## config.mk

```make
export PLATFORM = sky130hd
export DESIGN_NAME = easy_driver_axis_ctrl_flat
export DESIGN_NICKNAME = d
export VERILOG_FILES = /design/src/rtl/easy_driver_axis_ctrl_pkg.sv /design/src/rtl/easy_driver_axis_ctrl_if.sv /design/src/rtl/easy_driver_axis_ctrl_step_timer.sv /design/src/rtl/easy_driver_axis_ctrl.sv /design/src/flat_wrapper.sv
export SDC_FILE = /design/constraint.sdc
export NUM_CORES = 1
export LEC_CHECK = 0
export BUFFER_PORTS_ARGS = -buffer_cell sky130_fd_sc_hd__buf_2
export CAP_MARGIN = 10
export CORE_ASPECT_RATIO = 0.5
export CORE_MARGIN = 8
export CORE_UTILIZATION = 54
export CTS_CLUSTER_DIAMETER = 120
export DETAILED_ROUTE_END_ITERATION = 8
export PLACE_DENSITY = 0.81
export REMOVE_ABC_BUFFERS = 1
export SYNTH_ARGS = -nofsm -noshare
export SYNTH_HDL_FRONTEND = slang
export SYNTH_SLANG_ARGS = --single-unit
```

## constraint.sdc

```tcl
create_clock -name clk_clk -period 3.04 [get_ports clk_clk]
set_clock_uncertainty 0.15 [all_clocks]
set_input_delay 0.304 -clock clk_clk [delete_from_list [all_inputs] [get_ports clk_clk]]
set_output_delay 0.304 -clock clk_clk [all_outputs]
set_load 0.01 [all_outputs]
```

## src/rtl/easy_driver_axis_ctrl_pkg.sv

```systemverilog
// Shared types and default constants for the EasyDriver single-axis sequencer.
package easy_driver_axis_ctrl_pkg;

    typedef enum logic [2:0] {
        IDLE    = 3'd0,
        SETUP   = 3'd1,
        STEP_HI = 3'd2,
        STEP_LO = 3'd3,
        DONE    = 3'd4
    } state_t;

    localparam int DEF_STEP_W        = 16;
    localparam int DEF_PER_W         = 20;
    localparam int DEF_PULSE_CYC     = 50;
    localparam int DEF_DIR_SETUP_CYC = 10;
    localparam int DEF_IDLE_HOLD_CYC = 50_000_000;

endpackage

```

## src/rtl/easy_driver_axis_ctrl_if.sv

```systemverilog
// Move-command handshake between the command source (master) and the axis sequencer (slave).
interface easy_driver_axis_ctrl_if #(
    parameter int STEP_W = 16,
    parameter int PER_W  = 20
);
    logic              cmd_valid;
    logic              cmd_ready;
    logic [STEP_W-1:0] cmd_steps;
    logic [PER_W-1:0]  cmd_period;

    modport master (output cmd_valid, output cmd_steps, output cmd_period, input cmd_ready);
    modport slave  (input cmd_valid, input cmd_steps, input cmd_period, output cmd_ready);
endinterface

```

## src/rtl/easy_driver_axis_ctrl_step_timer.sv

```systemverilog
// Down-counter shared by all timed states: load the state length minus one, expired at zero.
module easy_driver_axis_ctrl_step_timer #(
    parameter int PER_W = 20
) (
    input  logic             clk_clk,
    input  logic             reset_reset_n,
    input  logic             load,
    input  logic [PER_W-1:0] load_val,
    output logic             expired
);
    logic [PER_W-1:0] count;

    always_ff @(posedge clk_clk) begin
        if (!reset_reset_n) begin
            count <= '0;
        end else if (load) begin
            count <= load_val;
        end else if (count != '0) begin
            count <= count - 1'b1;
        end
    end

    assign expired = (count == '0);
endmodule

```

## src/rtl/easy_driver_axis_ctrl.sv

```systemverilog
// Single-axis EasyDriver sequencer: signed relative moves in, timed dir/step/enable out,
// absolute position tracked in steps.
module easy_driver_axis_ctrl
    import easy_driver_axis_ctrl_pkg::*;
#(
    parameter int STEP_W        = DEF_STEP_W,
    parameter int PER_W         = DEF_PER_W,
    parameter int PULSE_CYC     = DEF_PULSE_CYC,
    parameter int DIR_SETUP_CYC = DEF_DIR_SETUP_CYC,
    parameter int IDLE_HOLD_CYC = DEF_IDLE_HOLD_CYC
) (
    input  logic                   clk_clk,
    input  logic                   reset_reset_n,
    easy_driver_axis_ctrl_if.slave cmd,
    input  logic                   abort,
    input  logic                   pos_clr,
    output logic                   busy,
    output logic                   done,
    output logic signed [31:0]     position,
    output logic                   driver_dir,
    output logic                   driver_step,
    output logic                   driver_enable_n
);
    localparam logic [PER_W-1:0] MIN_PER  = PER_W'(2 * PULSE_CYC);
    localparam logic [PER_W-1:0] HI_LOAD  = PER_W'(PULSE_CYC - 1);
    localparam logic [PER_W-1:0] LO_SUB   = PER_W'(PULSE_CYC + 1);
    localparam logic [PER_W-1:0] SET_LOAD = PER_W'(DIR_SETUP_CYC - 1);
    localparam logic [31:0]      HOLD     = 32'(IDLE_HOLD_CYC);

    state_t            state, state_nxt;
    logic              accept;
    logic              steps_zero;
    logic              rise;
    logic              abort_pend;
    logic              tmr_load;
    logic              tmr_expired;
    logic [STEP_W-1:0] remaining;
    logic [PER_W-1:0]  per;
    logic [PER_W-1:0]  tmr_val;
    logic [31:0]       idle_cnt;

    assign accept     = cmd.cmd_valid && (state == IDLE);
    assign steps_zero = (cmd.cmd_steps == '0);

    always_ff @(posedge clk_clk) begin
        if (!reset_reset_n) begin
            state <= IDLE;
        end else begin
            state <= state_nxt;
        end
    end

    // Abort only cuts SETUP/STEP_LO short; a pulse already high always runs its full width.
    always_comb begin
        state_nxt = state;
        case (state)
            IDLE:    if (accept) state_nxt = steps_zero ? DONE : SETUP;
            SETUP:   if (abort) state_nxt = DONE;
                     else if (tmr_expired) state_nxt = STEP_HI;
            STEP_HI: if (tmr_expired) state_nxt = (abort || abort_pend) ? DONE : STEP_LO;
            STEP_LO: if (abort || (tmr_expired && remaining == '0)) state_nxt = DONE;
                     else if (tmr_expired) state_nxt = STEP_HI;
            DONE:    state_nxt = IDLE;
            default: state_nxt = IDLE;
        endcase
    end

    always_comb begin
        cmd.cmd_ready = (state == IDLE);
        busy          = (state != IDLE);
        done          = (state == DONE);
        driver_step   = (state == STEP_HI);
    end

    // Every state change reloads the timer with the length of the state being entered.
    always_comb begin
        tmr_load = (state_nxt != state);
        case (state_nxt)
            SETUP:   tmr_val = SET_LOAD;
            STEP_HI: tmr_val = HI_LOAD;
            STEP_LO: tmr_val = per - LO_SUB;
            default: tmr_val = '0;
        endcase
    end

    easy_driver_axis_ctrl_step_timer #(.PER_W(PER_W)) u_timer (
        .clk_clk       (clk_clk),
        .reset_reset_n (reset_reset_n),
        .load          (tmr_load),
        .load_val      (tmr_val),
        .expired       (tmr_expired)
    );

    always_ff @(posedge clk_clk) begin
        if (!reset_reset_n) begin
            rise       <= 1'b0;
            remaining  <= '0;
            per        <= '0;
            driver_dir <= 1'b0;
            abort_pend <= 1'b0;
        end else begin
            rise <= (state_nxt == STEP_HI) && (state != STEP_HI);
            if (accept) begin
                driver_dir <= ~cmd.cmd_steps[STEP_W-1];
                remaining  <= cmd.cmd_steps[STEP_W-1] ? (~cmd.cmd_steps + 1'b1) : cmd.cmd_steps;
                per        <= (cmd.cmd_period < MIN_PER) ? MIN_PER : cmd.cmd_period;
            end else if (rise) begin
                remaining <= remaining - 1'b1;
            end
            if (state == IDLE) begin
                abort_pend <= 1'b0;
            end else if (abort && state == STEP_HI) begin
                abort_pend <= 1'b1;
            end
        end
    end

    // The position moves in the first high cycle of each pulse; a clear in that cycle drops the step.
    always_ff @(posedge clk_clk) begin
        if (!reset_reset_n) begin
            position <= '0;
        end else if (pos_clr) begin
            position <= '0;
        end else if (rise) begin
            position <= driver_dir ? position + 32'sd1 : position - 32'sd1;
        end
    end

    always_ff @(posedge clk_clk) begin
        if (!reset_reset_n) begin
            idle_cnt        <= '0;
            driver_enable_n <= 1'b1;
        end else if (accept) begin
            idle_cnt <= '0;
            if (!steps_zero) driver_enable_n <= 1'b0;
        end else if (state == IDLE) begin
            if (HOLD != 32'd0 && idle_cnt != HOLD) begin
                idle_cnt <= idle_cnt + 32'd1;
                if (idle_cnt == HOLD - 32'd1) driver_enable_n <= 1'b1;
            end
        end else begin
            idle_cnt <= '0;
        end
    end
endmodule
```

## src/flat_wrapper.sv

```systemverilog
// flat-port wrapper written by rule: the top's interface ports become plain ports
module easy_driver_axis_ctrl_flat import easy_driver_axis_ctrl_pkg::*;
#(
    parameter int STEP_W        = DEF_STEP_W,
    parameter int PER_W         = DEF_PER_W,
    parameter int PULSE_CYC     = DEF_PULSE_CYC,
    parameter int DIR_SETUP_CYC = DEF_DIR_SETUP_CYC,
    parameter int IDLE_HOLD_CYC = DEF_IDLE_HOLD_CYC
)
  (clk_clk, reset_reset_n, abort, pos_clr, busy, done, position, driver_dir, driver_step, driver_enable_n, cmd_cmd_valid, cmd_cmd_steps, cmd_cmd_period, cmd_cmd_ready);
  easy_driver_axis_ctrl_if #(.STEP_W(STEP_W), .PER_W(PER_W)) cmd_i ();
  input  logic clk_clk;
  input  logic reset_reset_n;
  input  logic abort;
  input  logic pos_clr;
  output logic busy;
  output logic done;
  output logic signed [31:0] position;
  output logic driver_dir;
  output logic driver_step;
  output logic driver_enable_n;
  input wire logic [$bits(cmd_i.cmd_valid)-1:0] cmd_cmd_valid;
  input wire logic [$bits(cmd_i.cmd_steps)-1:0] cmd_cmd_steps;
  input wire logic [$bits(cmd_i.cmd_period)-1:0] cmd_cmd_period;
  output wire logic [$bits(cmd_i.cmd_ready)-1:0] cmd_cmd_ready;
  assign cmd_i.cmd_valid = cmd_cmd_valid;
  assign cmd_i.cmd_steps = cmd_cmd_steps;
  assign cmd_i.cmd_period = cmd_cmd_period;
  assign cmd_cmd_ready = cmd_i.cmd_ready;
  easy_driver_axis_ctrl #(.STEP_W(STEP_W), .PER_W(PER_W), .PULSE_CYC(PULSE_CYC), .DIR_SETUP_CYC(DIR_SETUP_CYC), .IDLE_HOLD_CYC(IDLE_HOLD_CYC)) u_core (.clk_clk(clk_clk), .reset_reset_n(reset_reset_n), .cmd(cmd_i), .abort(abort), .pos_clr(pos_clr), .busy(busy), .done(done), .position(position), .driver_dir(driver_dir), .driver_step(driver_step), .driver_enable_n(driver_enable_n));
endmodule
```

After elaboration in Yosys (flattened, before gate mapping)
Index checks and enable logic that the tools add are counted.
- $add $sub $neg: 7
- magnitude comparators: 1
- equality and inequality tests: 12
- mux-type cells: 21
- bitwise gates (word level): 4
- reduce and logical (&&, ||, !) cells: 21
- operators by type and width (cell ; number):
    $mux 20 ; 3
    $pmux 20 s3 ; 1
    $mux 16 ; 3
    $add 32x1->32 const B ; 1
    $add 32x2->32 const B ; 1
    $eq 32x26->1 const B ; 1
    $logic_not 16->1 ; 2
    $mux 32 ; 1
    $ne 32x26->1 const B ; 1
    $sub 32x2->32 const B ; 1
    $mux 3 ; 7
    $logic_not 20->1 ; 1
    $lt 20x7->1 const B ; 1
    $reduce_bool 20->1 ; 1
    $sub 20x1->20 const B ; 1
    $sub 20x6->20 const B ; 1
    $add 16x1->16 const B ; 1
    $not 16->16 ; 1
    $sub 16x1->16 const B ; 1
    $eq 3x2->1 const B ; 4
    $pmux 3 s4 ; 1
    $reduce_bool 2->1 ; 5
    $eq 3x1->1 const B ; 2
    $mux 1 ; 5
    other kinds (12) ; 19
- flip-flop bits (word level): 127
- input bits: 41
- output and inout port bits: 38
- logic and storage cells: 76

Depth between registers and ports, before layout
Gate-level depths: netlist of run 1.
- depth in word-level cells: 8
- gate-level depth with buffers: 11
- mapped depth without buffers: 10

By module
From an unflattened synthesis of run 1, not the netlist that was laid out.
- cells, all modules: 997
- area, all modules: 7916.3 sq um
- modules (own cells, without submodules) (module ; times used ; cells an instance ; area each (sq um) ; sequential area each (sq um)):
    easy_driver_axis_ctrl ; 1 ; 875 ; 6829.0 ; 2142.1
    easy_driver_axis_ctrl_step_timer ; 1 ; 122 ; 1087.3 ; 400.4

Least setup slack after synthesis of run 1
OpenSTA, ideal clock, no wires.
- kind: register -> register
- from: register u_core.driver_dir
- to: register u_core.position[31]
- library setup time: 0.058 ns
- arrival time: 3.162 ns
- data required time: 2.832 ns
- slack: -0.330 ns
- cell stages (with the launch flop): 12
- buffers on the path: 1
- period minus slack after synthesis: 3.370 ns
- cell sequence: dfxtp_1 > inv_1 > ha_1 > clkbuf_1 > a21oi_1 > o21ai_0 > a21oi_1 > o221ai_1 > a2111oi_0 > or4_1 > a211oi_1 > a31o_2
- cells in the longest elaborated chain, start to end: 1
- RTL lines (element ; RTL line ; RTL):
    start: declaration ; easy_driver_axis_ctrl.sv:20 ; output logic driver_dir,
    start signal: assignment ; easy_driver_axis_ctrl.sv:104 ; driver_dir <= ~cmd.cmd_steps[STEP_W-1];
    $mux 32 ; easy_driver_axis_ctrl.sv:125 ; position <= driver_dir ? position + 32'sd1 : position - 32'sd1;
    end signal: assignment ; easy_driver_axis_ctrl.sv:125 ;
    end: declaration ; easy_driver_axis_ctrl.sv:19 ; output logic signed [31:0] position,
Every way passes these cells.
A chain may end at the register's enable or synchronous reset.

Worst setup path after layout of run 1
Ends and elaborated chain as after synthesis.

==> results of run 1 <==
-- report_power, final --
part	internal, mW	switching, mW	total, mW
clock	1.24	0.856	2.09
sequential	1.88	0.234	2.11
combinational	1.30	1.63	2.94
total	4.42	2.72	7.14
-- layout make-up --
class,instances,area (sq um),share of cell area
Sequential cell,127,2540,0.262
Clock buffer,17,425,0.0439
Multi-Input combinational cell,767,5200,0.536
Tap cell,198,248,0.0256
Inverter,24,93.8,0.00968
Clock inverter,15,174,0.0179
Timing Repair Buffer,150,1010,0.104
-- logic make-up after synthesis --
family,after synthesis,synth area share
mux,12,0.0155
simple gates,376,0.240
compound gates,236,0.198
flops,127,0.328
fa+ha+maj,38,0.0623
xor+xnor,105,0.119
buf+inv,62,0.0367
-- stage by stage --
step                total power, mW  worst slack, ps   util
floorplan                      4.00             -300      -
global placement               4.71             28.0  0.601
detailed placement             4.79            -70.4  0.601
CTS                            6.96            -45.5  0.655
global route                   7.54            -66.0  0.681
finish                         7.15             90.5  0.681
-- layer usage --
metal  part of all wire  track usage  up-vias
met4              0.012       0.0636        0
met3              0.068       0.0482       32
met5                  0            0        -
met2               0.48        0.382      230
met1               0.44        0.276     3595
li1                   -            -     3733
-- registers in the layout (all words and copies together), names as in the netlist --
| name | cells |
|---|---|
| u_core.abort_pend | 1 |
| u_core.driver_dir | 1 |
| u_core.driver_enable_n | 1 |
| u_core.idle_cnt | 32 |
| u_core.per | 20 |
| u_core.position | 32 |
| u_core.remaining | 16 |
| u_core.rise | 1 |
| u_core.state | 3 |
| u_core.u_timer.count | 20 |
-- worst max-delay path: stages, from the launching register on --
cell        delay (ps)
dfxtp_2            350
clkinvlp_4         100
buf_12             150
buf_4              160
ha_1               290
a21o_1             180
a21oi_1            200
o21ai_0            120
and2_1             210
a2111oi_2          450
o311ai_2           190
a211oi_2           250
a31o_2             120
-- Yosys cell counts, drive strengths merged (4+ instances only) --
cell type,count
a31oi,8
nand2b,10
ha,37
xnor2,54
o22ai,5
o211ai,8
a22oi,6
o21ai,44
clkbuf,34
o31ai,7
nand3,31
and3,9
or4,13
nor3,36
a211oi,22
and4,6
a31o,5
buf,4
or3,22
nand2,88
nor2,106
dfxtp,127
a21oi,69
o21a,11
a21o,17
xor2,51
mux2i,12
nand4,14
nor4,16
inv,23
and2,9
nor2b,7
-- timing repair --
item	4_1_cts	5_1_grt
resized for setup	5	54
endpoints found under the hold margin	13	0
setup buffers	2	9
pin swaps	1	19
hold buffers	13	0
setup endpoints to repair	4	16
-- worst min path at each step --
stage          depth (start not counted)  slack [ps]          startpoint                end
6_report                               3          10   cmd_cmd_period[8]      u_core.per[8]
5_1_grt                                3           6  cmd_cmd_period[19]     u_core.per[19]
4_1_cts                                3           3   cmd_cmd_period[4]      u_core.per[4]
3_5_place_dp                           2         320      u_core.per[18]     u_core.per[18]
3_3_place_gp                           2         310      u_core.per[19]     u_core.per[19]
2_1_floorplan                          1         240   cmd_cmd_steps[15]  u_core.driver_dir
-- cell usage in the layout (no fill, tap or decap), drive strengths merged, types with 8 or more instances in the layout --
| master | Yosys | layout |
|---|---|---|
| a211oi | 22 | 22 |
| or3 | 22 | 22 |
| xor2 | 51 | 51 |
| xnor2 | 54 | 54 |
| and2 | 9 | 9 |
| o21a | 11 | 11 |
| buf | 4 | 137 |
| nand3 | 31 | 31 |
| nand2b | 10 | 10 |
| mux2i | 12 | 12 |
| a21oi | 69 | 69 |
| nor4 | 16 | 16 |
| clkbuf | 34 | 17 |
| o211ai | 8 | 8 |
| a31oi | 8 | 8 |
| ha | 37 | 37 |
| inv | 23 | 30 |
| dlygate4sd3 | 0 | 13 |
| or4 | 13 | 13 |
| nand2 | 88 | 88 |
| nor2 | 106 | 106 |
| nand4 | 14 | 14 |
| a21o | 17 | 17 |
| and3 | 9 | 9 |
| dfxtp | 127 | 127 |
| nor3 | 36 | 36 |
| o21ai | 44 | 44 |
==> flow_summary.json, run 1 <==
{
  "worstPathArrival_ps": 3160,
  "routedWlPerCell_microns": 16.5,
  "vias": 7590,
  "ys_types": 70,
  "area_delta_synth_final_pct": 25.1,
  "r2r_cells": 12,
  "die_x_microns": 185,
  "drc": 0,
  "worstReg2RegStart": "u_core.driver_dir",
  "grt_start_max_net_pins": 40,
  "max_freq_mhz": 339,
  "first_pass_iters": 7,
  "grt_pass1_wl_microns": 34300,
  "ys_async_sr_fraction": 0,
  "r2r_slack_ps": 90,
  "drt_wl_total_microns": 21400,
  "hold_violations": 0,
  "timing.final.crit_share": 0.970,
  "drive_above_1_share": 0.205,
  "setup_viol": 0,
  "powerDensity_mw_per_mm2": 737,
  "yosysTopAreaCell": "dfxtp_1",
  "ir_worst_vdd_mv": 0.467,
  "tightest_slew_ps": 1030,
  "cts.sinks": 127,
  "ys_warn_count": 0,
  "io_pins": 79,
  "dp_hpwl_microns": 14900,
  "path_class": "reg2reg",
  "hold_slack_ps": 13.0,
  "clk_pin_slew_ps": 70,
  "cap_viol_max_count": 0,
  "cp-start-kind": "flop",
  "dp.cells": 1242,
  "syn-cell-area_sq_mm": 0.00775,
  "clock_path_buffers": 2,
  "design_area_sq_mm": 0.00969,
  "cts_buffers": 17,
  "core-area_sq_mm": 0.0142,
  "die_y_microns": 101,
  "drtAntennaViolNets": 0,
  "fin_nets": 1166,
  "cp.required_ps": 3250,
  "grt_usage": 0.222,
  "ys_seq_area_frac": 0.328,
  "synth_top_area_frac": 0.328,
  "syn_area_per_cell_sq_um": 8.10,
  "place_area_sq_mm": 0.00855,
  "status": "finished clean",
  "gp_congestion": 0.900,
  "slew_viol_final": 0,
  "fillers": 1116,
  "cts_tree": "yes",
  "ys_ff_latch": 127,
  "crit_path_start": "u_core.driver_dir",
  "ys.flop_type": "dfxtp_1",
  "initial_core_util": 0.544,
  "endpoint": "u_core.position[31]",
  "synth_edf_count": 0,
  "port_buffers": 78,
  "crit_fanout": 8,
  "fin_setup_tns_ps": 0,
  "first_global_vias": 7272,
  "worst_skew_pair.late_latency_ps": 410,
  "synth_cells": 956,
  "relSlewSlack": 0.311,
  "drt_iter0_markers": 481,
  "cts-root-buf": "clkbuf_16",
  "overflow": 0,
  "fin_crit_ps": 2950,
  "dieArea_sq_mm": 0.0187,
  "holdCritPathClass": "in2reg",
  "antenna_found_initial": 0,
  "regToRegEndpoint": "u_core.position[31]",
  "h-tree-depth": 4,
  "synthTopCellsByArea": "dfxtp_1, xnor2_1, ha_1",
  "rows": 31,
  "p_leak_nw": 3.91,
  "antenna_cells": 0,
  "fin_cells": 1298,
  "worst_setup_path_end_kind": "flop",
  "routed_via_density": 5.85
}
Power figures use the tool's default switching activity.
==> inputs of run 2 (changes only) <==
--- a/config.mk
+++ b/config.mk
@@ -9,10 +9,10 @@
 export CAP_MARGIN = 10
 export CORE_ASPECT_RATIO = 0.5
 export CORE_MARGIN = 8
-export CORE_UTILIZATION = 54
+export CORE_UTILIZATION = 61
 export CTS_CLUSTER_DIAMETER = 120
 export DETAILED_ROUTE_END_ITERATION = 8
-export PLACE_DENSITY = 0.81
+export PLACE_DENSITY = 0.86
 export REMOVE_ABC_BUFFERS = 1
 export SYNTH_ARGS = -nofsm -noshare
 export SYNTH_HDL_FRONTEND = slang
==> constraint.sdc (replaced) <==
create_clock -name clk_clk -period 3.5 [get_ports clk_clk]
set_clock_uncertainty 0.15 [all_clocks]
set_input_delay 0.35 -clock clk_clk [delete_from_list [all_inputs] [get_ports clk_clk]]
set_output_delay 0.35 -clock clk_clk [all_outputs]
set_load 0.01 [all_outputs]
==> flow_summary.json, run 2 (synthesis results as in run 1) <==
{
  "slew_viol_final": 0,
  "p_leak_nw": 3.62,
  "first_pass_iters": 5,
  "design_area_sq_mm": 0.00888,
  "timing.final.crit_share": 0.932,
  "status": "finished clean",
  "fin_cells": 1210,
  "post_cts_buffers": 0,
  "io_pins": 79,
  "cts.sinks": 127,
  "cp-start-kind": "flop",
  "post-route-util": 0.709,
  "tightest_slew_ps": 1050,
  "vias": 7247,
  "rsz0062_at_grt": "no",
  "intPower_mw": 3.71,
  "h-tree-depth": 4,
  "grt_start_max_net_pins": 40,
  "cts-root-buf": "clkbuf_16",
  "dp.cells": 1178,
  "fin_ws_ps": 239,
  "net-switching-power_mw": 2.24,
  "first_global_vias": 6679,
  "cts_tree": "yes",
  "max_freq_mhz": 307,
  "dieArea_sq_mm": 0.0168,
  "holdCritPathClass": "in2reg",
  "grt_pass1_wl_microns": 31700,
  "path_class": "reg2reg",
  "cap_viol_max_count": 0,
  "antenna_found_initial": 0,
  "grt_usage": 0.228,
  "port_buffers": 78,
  "routedWlPerCell_microns": 15.9,
  "reg_top3": "u_core.idle_cnt x32, u_core.position x32",
  "p_seq_frac": 0.307,
  "ctsHoldBuffers": 0,
  "ir_worst_vdd_mv": 0.400,
  "worst_skew_pair.late_latency_ps": 420,
  "fin_setup_tns_ps": 0,
  "relSlewSlack": 0.291,
  "setup_viol": 0,
  "pre_cts_slack_ps": 312,
  "combPwrFrac": 0.379,
  "worst_setup_path_end_kind": "flop",
  "initial_core_util": 0.619,
  "clock_path_buffers": 2,
  "cp.required_ps": 3720,
  "drc": 0,
  "p_sw_frac": 0.376,
  "routed_via_density": 5.99,
  "drive_above_1_share": 0.138,
  "cts-resized-gates": 0,
  "drt_iter0_markers": 723,
  "clk_pin_slew_ps": 60,
  "die_x_microns": 175,
  "layout_commonest_cell": "dfxtp_1",
  "crit_fanout": 32,
  "drt_wl_total_microns": 19300,
  "cts_buffers": 17,
  "gp_congestion": 0.933,
  "die_y_microns": 95.7,
  "dp_hpwl_microns": 13700,
  "rows": 29,
  "fin_nets": 1106,
  "core-area_sq_mm": 0.0125,
  "pwr-share-clk": 0.314,
  "place_area_sq_mm": 0.00826,
  "overflow": 0,
  "powerDensity_mw_per_mm2": 670,
  "antenna_cells": 0,
  "worstPathArrival_ps": 3480,
  "mostFrequentLayoutCells": "dfxtp_1, nor2_1, nand2_1",
  "fin_crit_ps": 3260,
  "drtAntennaViolNets": 0,
  "hold_violations": 0,
  "area_delta_synth_final_pct": 14.6
}
==> run 2: changes by cell type in the layout (fill, tap and decap cells not counted), moves of 6 or more <==
| cell | previous run | this run |
|---|---|---|
| buf_4 | 51 | 11 |
| ha_1 | 22 | 37 |
| ha_4 | 15 | 0 |
| dlygate4sd3_1 | 13 | 0 |
| a21oi_1 | 63 | 69 |
| a21oi_2 | 6 | 0 |
| buf_6 | 6 | 0 |
==> run 2: through the flow <==
stage	power, mW	hold WS [ps]
floorplan	3.47	289
global placement	3.96	315
detailed placement	4.03	325
CTS	5.94	8.50
global route	6.29	25.6
finish	5.95	20.9
==> run 2: worst max-delay path: stages (launching register included) <==
cell and delay, ps:
dfxtp_1 370, inv_1 90, buf_12 170, ha_1 360
a21o_1 220, a21oi_1 390, a211oi_1 140, o21a_1 210
a2111oi_0 410, o311ai_0 260, a211oi_1 290, a31o_2 140
==> run 2: final timing paths <==
kind	slack [ps]	to	startpoint	depth (start not counted)
max	240	u_core.position[31]	u_core.driver_dir	11
min reg2reg	330	u_core.per[18]	u_core.per[18]	2
min	20	u_core.per[13]	cmd_cmd_period[13]	3
max reg2reg	240	u_core.position[31]	u_core.driver_dir	11
==> run 2: final cells by class <==
class | instances | area (sq um)
multi-input cells | 767 | 4920
flip-flops and latches | 127 | 2540
well taps | 170 | 213
fillers | 942 | 3640
inverters | 24 | 90.1
clock inverters | 13 | 175
clock buffers | 19 | 443
repair buffers | 90 | 493
==> run 2: per-layer routing <==
layer | track usage | wire length [microns]
met5 | 0 | 0
met4 | 0.0757 | 262
met3 | 0.0583 | 1480
met2 | 0.389 | 8900
met1 | 0.282 | 8610
==> run 2: power by group through the flow <==
stage	registers, mW	clock network, mW	logic [mW]
after floorplan	1.82	0	1.65
after global placement	1.84	0	2.13
after detailed placement	1.85	0	2.18
after CTS	1.82	1.89	2.23
after global routing	1.85	1.95	2.49
final	1.83	1.87	2.26
